[src/rtl/regfile_write_port.sv]
// Write side of the 32x32 register file: two-stage write pipeline plus sweep clear.
// Define REGFILE_FWD_EN to overlay the staged write onto Regs one edge early.
module regfile_write_port #(
  parameter int WIDTH = 32,
  parameter int DEPTH = 32,
  parameter int AW    = 5
) (
  input  logic                   clk,
  input  logic                   rst_n,
  input  logic                   RegWrite,
  input  logic [AW-1:0]          WriteRegister,
  input  logic [WIDTH-1:0]       WriteData,
  output logic                   WriteReady,
  input  logic                   Clear,
  output logic                   ClearDone,
  output logic [WIDTH*DEPTH-1:0] Regs
);

  localparam logic [0:0] IDLE  = 1'b0;
  localparam logic [0:0] SWEEP = 1'b1;
  localparam logic [AW-1:0] LAST = AW'(DEPTH - 1);

  logic [0:0]                   state_q, state_d;
  logic [AW-1:0]                cnt_q, cnt_d;
  logic                         done_q, done_d;
  logic                         stage_valid_q, stage_valid_d;
  logic [AW-1:0]                stage_idx_q, stage_idx_d;
  logic [WIDTH-1:0]             stage_data_q, stage_data_d;
  logic [DEPTH-1:0][WIDTH-1:0]  regs_q, regs_d;
  logic [DEPTH-1:0][WIDTH-1:0]  regs_view;
  logic                         accept;

  assign WriteReady = (state_q == IDLE);
  assign ClearDone  = done_q;
  // Clear wins over a simultaneous write request
  assign accept = RegWrite & WriteReady & ~Clear;

  always_comb begin
    state_d       = state_q;
    cnt_d         = cnt_q;
    done_d        = 1'b0;
    stage_valid_d = 1'b0;
    stage_idx_d   = stage_idx_q;
    stage_data_d  = stage_data_q;
    regs_d        = regs_q;
    if (stage_valid_q) begin
      regs_d[stage_idx_q] = stage_data_q;
    end
    if (accept) begin
      stage_valid_d = 1'b1;
      stage_idx_d   = WriteRegister;
      stage_data_d  = WriteData;
    end
    unique case (1'b1)
      (state_q == IDLE): begin
        if (Clear) begin
          state_d = SWEEP;
          cnt_d   = AW'(1);
        end
      end
      (state_q == SWEEP): begin
        regs_d[cnt_q] = '0;
        if (cnt_q == LAST) begin
          state_d = IDLE;
          cnt_d   = '0;
          done_d  = 1'b1;
        end else begin
          cnt_d = cnt_q + AW'(1);
        end
      end
      default: state_d = IDLE;
    endcase
    regs_d[0] = '0;
  end

  always_ff @(posedge clk or negedge rst_n) begin
    if (!rst_n) begin
      state_q       <= IDLE;
      cnt_q         <= '0;
      done_q        <= 1'b0;
      stage_valid_q <= 1'b0;
      stage_idx_q   <= '0;
      stage_data_q  <= '0;
      regs_q        <= '0;
    end else begin
      state_q       <= state_d;
      cnt_q         <= cnt_d;
      done_q        <= done_d;
      stage_valid_q <= stage_valid_d;
      stage_idx_q   <= stage_idx_d;
      stage_data_q  <= stage_data_d;
      regs_q        <= regs_d;
    end
  end

  always_comb begin
    regs_view = regs_q;
`ifdef REGFILE_FWD_EN
    if (stage_valid_q && (stage_idx_q != '0)) begin
      regs_view[stage_idx_q] = stage_data_q;
    end
`else
`endif
    regs_view[0] = '0;
  end

  assign Regs = regs_view;

endmodule

[config.mk]
export PLATFORM = sky130hd
export DESIGN_NAME = regfile_write_port
export DESIGN_NICKNAME = d
export VERILOG_FILES = /design/src/rtl/regfile_write_port.sv
export SDC_FILE = /design/constraint.sdc
export NUM_CORES = 2
export LEC_CHECK = 0
export ABC_AREA = 1
export CAP_MARGIN = 20
export CORE_AREA = 8 8 406 408
export CTS_CLUSTER_SIZE = 14
export DETAILED_ROUTE_END_ITERATION = 12
export DIE_AREA = 0 0 414 416
export PLACE_DENSITY = 0.47
export SLEW_MARGIN = 5
export SYNTH_ARGS = -nofsm -noshare
export SYNTH_HDL_FRONTEND = slang
export SYNTH_SLANG_ARGS = --single-unit
[constraint.sdc]
create_clock -name clk -period 4.9 [get_ports clk]
set_input_delay 0.98 -clock clk [delete_from_list [all_inputs] [get_ports clk]]
set_output_delay 0.98 -clock clk [all_outputs]
set_load 0.1 [all_outputs]
==> summary.md <==
| Metric | Value |
|---|---|
| Status | completed |
| Post-synthesis adder-cell area fraction | 0.00141 |
| Drt pass-1 iters | 5 |
| RD Place Congestion | between 0.8 and 0.9 |
| Synth Area in Simple Gates | 0.357 |
| Average size of a mapped cell | 7.77 um2 |
| Buf+Inv Stages, Crit Path | 1 |
| Max cap viols | 0 |
| Switching Power | roughly 21 mW |
| Reg-to-Reg Start | stage_idx_q[0]$_DFFE_PN0P_ |
| R2R Setup Slk | between 2000 and 2500 ps |
| # nets final | between 6000 and 7000 |
| Maximum achievable frequency | between 200 and 300 MHz |
| Worst min-delay path class | in -> async |
| Final setup fails | 0 |
| Initial Util | 0.278 |
| Aggregate global-route resource usage | 0.241 |
| Worst path slowest cell | clkdlybuf4s50_1 |
| Cell Area, Synth | between 40000 and 50000 um2 |
| Count of pins over their slew limit | 0 |
| First-pass GRT wire length | roughly 300000 um |
| Residual DRC | 0 |
| Synth Register Bits | a little over 1000 |
| Logic gate share of total power | 0.489 |
| Final ANT Viol Nets | 0 |
| Die Wd | between 400 and 500 um |
| Final setup margin | 1500 ps |
| Core ar. | about 160000 um2 |
| Die area | 172000 um2 |
| Total congestion overflow | 0 |
| CP Max Fanout | 2 |
| Sequential fraction of the synthesis area | 0.586 |
| Final Power | approximately 40 mW |
| Die outline height | ~420 um |
| Max clock buf depth | 3 |
| Multi-input logic area | 16400 um2 |
| P_int | roughly 19 mW |
| Vias in the first global route | ~38000 |
| XOR/XNOR Fraction of Synth Area | 0 |
| WS Path Type | reg -> out |
| Wire length per cell | 24.7 um |
| Placed standard-cell area | between 50000 and 60000 um2 |
| Area grow syn2layout | 37.7% |
| Sw frac | 0.524 |
| Unique cell type count in the Yosys netlist | 19 |
| Final Hold Fails | 0 |
| Fillers | 16270 |
| Rel. slew slack | 0.192 |
| Clk slew on worst S/H paths | about 60 ps |
| Clk_lat worst skew | ~760 ps |
| Crit start category | flop |
| Syn Inst Count | between 5000 and 6000 |
| Req. time, crit path | around 4000 ps |
| Max VDD drop | 0.380 mV |
| Critical Path Source | Regs[150]$_DFF_PN0_ |
| CP top delay family | buffers and inverters |
| Cts repair resizes | 0 |
| Worst Max-Slew Pin Slew | between 1000 and 1500 ps |
| Reg2reg path depth | 7 |
| CP max stage delay | around 1300 ps |
| Setup_tns | 0 ps |
| Design Area, Final | just over 60000 um2 |
| Synthesized-area fraction occupied by ao, oa, aoi and oai cells | 0.00489 |
| Worst-path cell chain | clkdlybuf4s50_1 |
| Largest family of logic cells by synthesized area | simple AND/OR/NAND/NOR gates |
| Htree depth | 3 |
| Synthesis Warnings | 0 |
| Largest net degree at the start of global routing | between 100 and 150 |
| Storage element area | ~26000 um2 |
| Crit path time final | about 3400 ps |
| Boundary Pins | 1067 |
| Via count | roughly 39000 |
| Leak | between 30 and 40 nW |
| Detail Placement HPWL | between 100000 and 150000 um |
| Pwr dens | 659 nW/um2 |
| Share of power burned in registers | 0.273 |
| Arr. time, crit path | around 2400 ps |
| Initial antenna violation count | 24 |
| Layout cells sized above 1 | 0.0614 |
| Place WS | 1750 ps |
| R2R Path End | Regs[718]$_DFF_PN0_ |
| Post-synthesis mux area share | 0 |
| Drt total wl | about 220000 um |
| Clock root buffer | clkbuf_16 |
| Clock power frac | 0.238 |
| Post-CTS Hold Buffers | 0 |
| Final Cycle Share | 0.693 |
| Vias per cell | 4.50 |
| Setup crit end kind | output pin |
| Cell Rows | between 100 and 150 |
| Num CTS Buffers | 121 |
| Util after Layout | 0.383 |
| Clock skew | between 60 and 70 ps |
| RSZ-0062 raised after global routing | false |
| Postcts setup bufs | 0 |
| CTS tree | done |
| Clock Sinks | around 1000 |
| Port bufs | around 1000 |
| Initial drt markers | 2987 |
[layout make-up]
| class | count | share of cell area |
|---|---|---|
| well taps | 2086 | 0.0428 |
| inverters | 52 | 0.00320 |
| clock inverters | 46 | 0.0111 |
| clock buffers | 176 | 0.0578 |
| repair buffers | 1152 | 0.189 |
| diodes | 10 | 0.000411 |
| flip-flops and latches | 1037 | 0.426 |
| multi-input cells | 4199 | 0.270 |
[cell usage after synthesis, drive strengths merged]
cell | count | share of area
nor2 | 2027 | 0.17
nand2 | 1877 | 0.16
dfrtp | 1037 | 0.59
buf | 251 | 0.029
nand3 | 207 | 0.024
clkbuf | 191 | 0.016
inv | 52 | 0.0044
o21ai | 40 | 0.0045
nor3 | 8 | 0.0010
ha | 5 | 0.0014
a21oi | 2 | 0.00023
conb | 1 | 0.000085
o22ai | 1 | 0.00014
[worst max path at each step]
stage / to / slack [ps] / depth (start not counted)
2_1_floorplan: WriteReady / 2750 / 2
3_3_place_gp: stage_idx_q[0]$_DFFE_PN0P_ / 1420 / 5
3_5_place_dp: stage_data_q[30]$_DFFE_PN0P_ / 1750 / 6
4_1_cts: Regs[731] / 1430 / 1
5_1_grt: Regs[731] / 1420 / 1
6_report: Regs[150] / 1500 / 1
[power by group through the flow]
stage	combinational (mW)	sequential, mW	clock (mW)
3_3_place_gp	19.8	11.0	0
6_report	19.6	11.0	9.58
3_5_place_dp	19.9	11.1	0
5_1_grt	20.3	11.1	10.1
4_1_cts	19.9	11.0	9.80
2_1_floorplan	3.72	20.1	0
[sequential cells by signal (all words and copies together) (netlist names)]
signal / cells
ClearDone: 1
Regs: 992
cnt_q: 5
stage_data_q: 32
stage_idx_q: 5
stage_valid_q: 1
state_q: 1
[routing by layer]
layer  global-route usage  wire length [um]
met1                0.284             85100
met5                    0                69
met2                0.407            104000
met3               0.0747             16500
met4                0.102             10700
[layout by cell type, fill, tap and decap left out, drive strengths merged, types with 13 or more instances in the layout]
cell type and instances:
buf 122, bufinv 13, clkbuf 176, clkdlybuf4s50 1030
clkinv 26, conb 32, dfrtp 1037, inv 55
nand2 1877, nand3 207, nor2 2027, o21ai 40
[metrics by stage]
stage               hold WS [ps]  std cells
finish                       228       8758
detailed placement           498       8523
global route                 241       8752
floorplan                    517       5730
global placement             490       8518
CTS                          220       8745
[logic make-up (layout without fill, tap and decap cells)]
| family | count (synthesis) | after routing |
|---|---|---|
| and+or+nand+nor | 4119 | 4119 |
| DFF | 1037 | 1037 |
| buffers and inverters | 494 | 1426 |
| AOI/OAI and AO/OA | 43 | 43 |
| adders and majority gates | 5 | 5 |
| other | 1 | 42 |
Power figures use the tool's default switching activity.
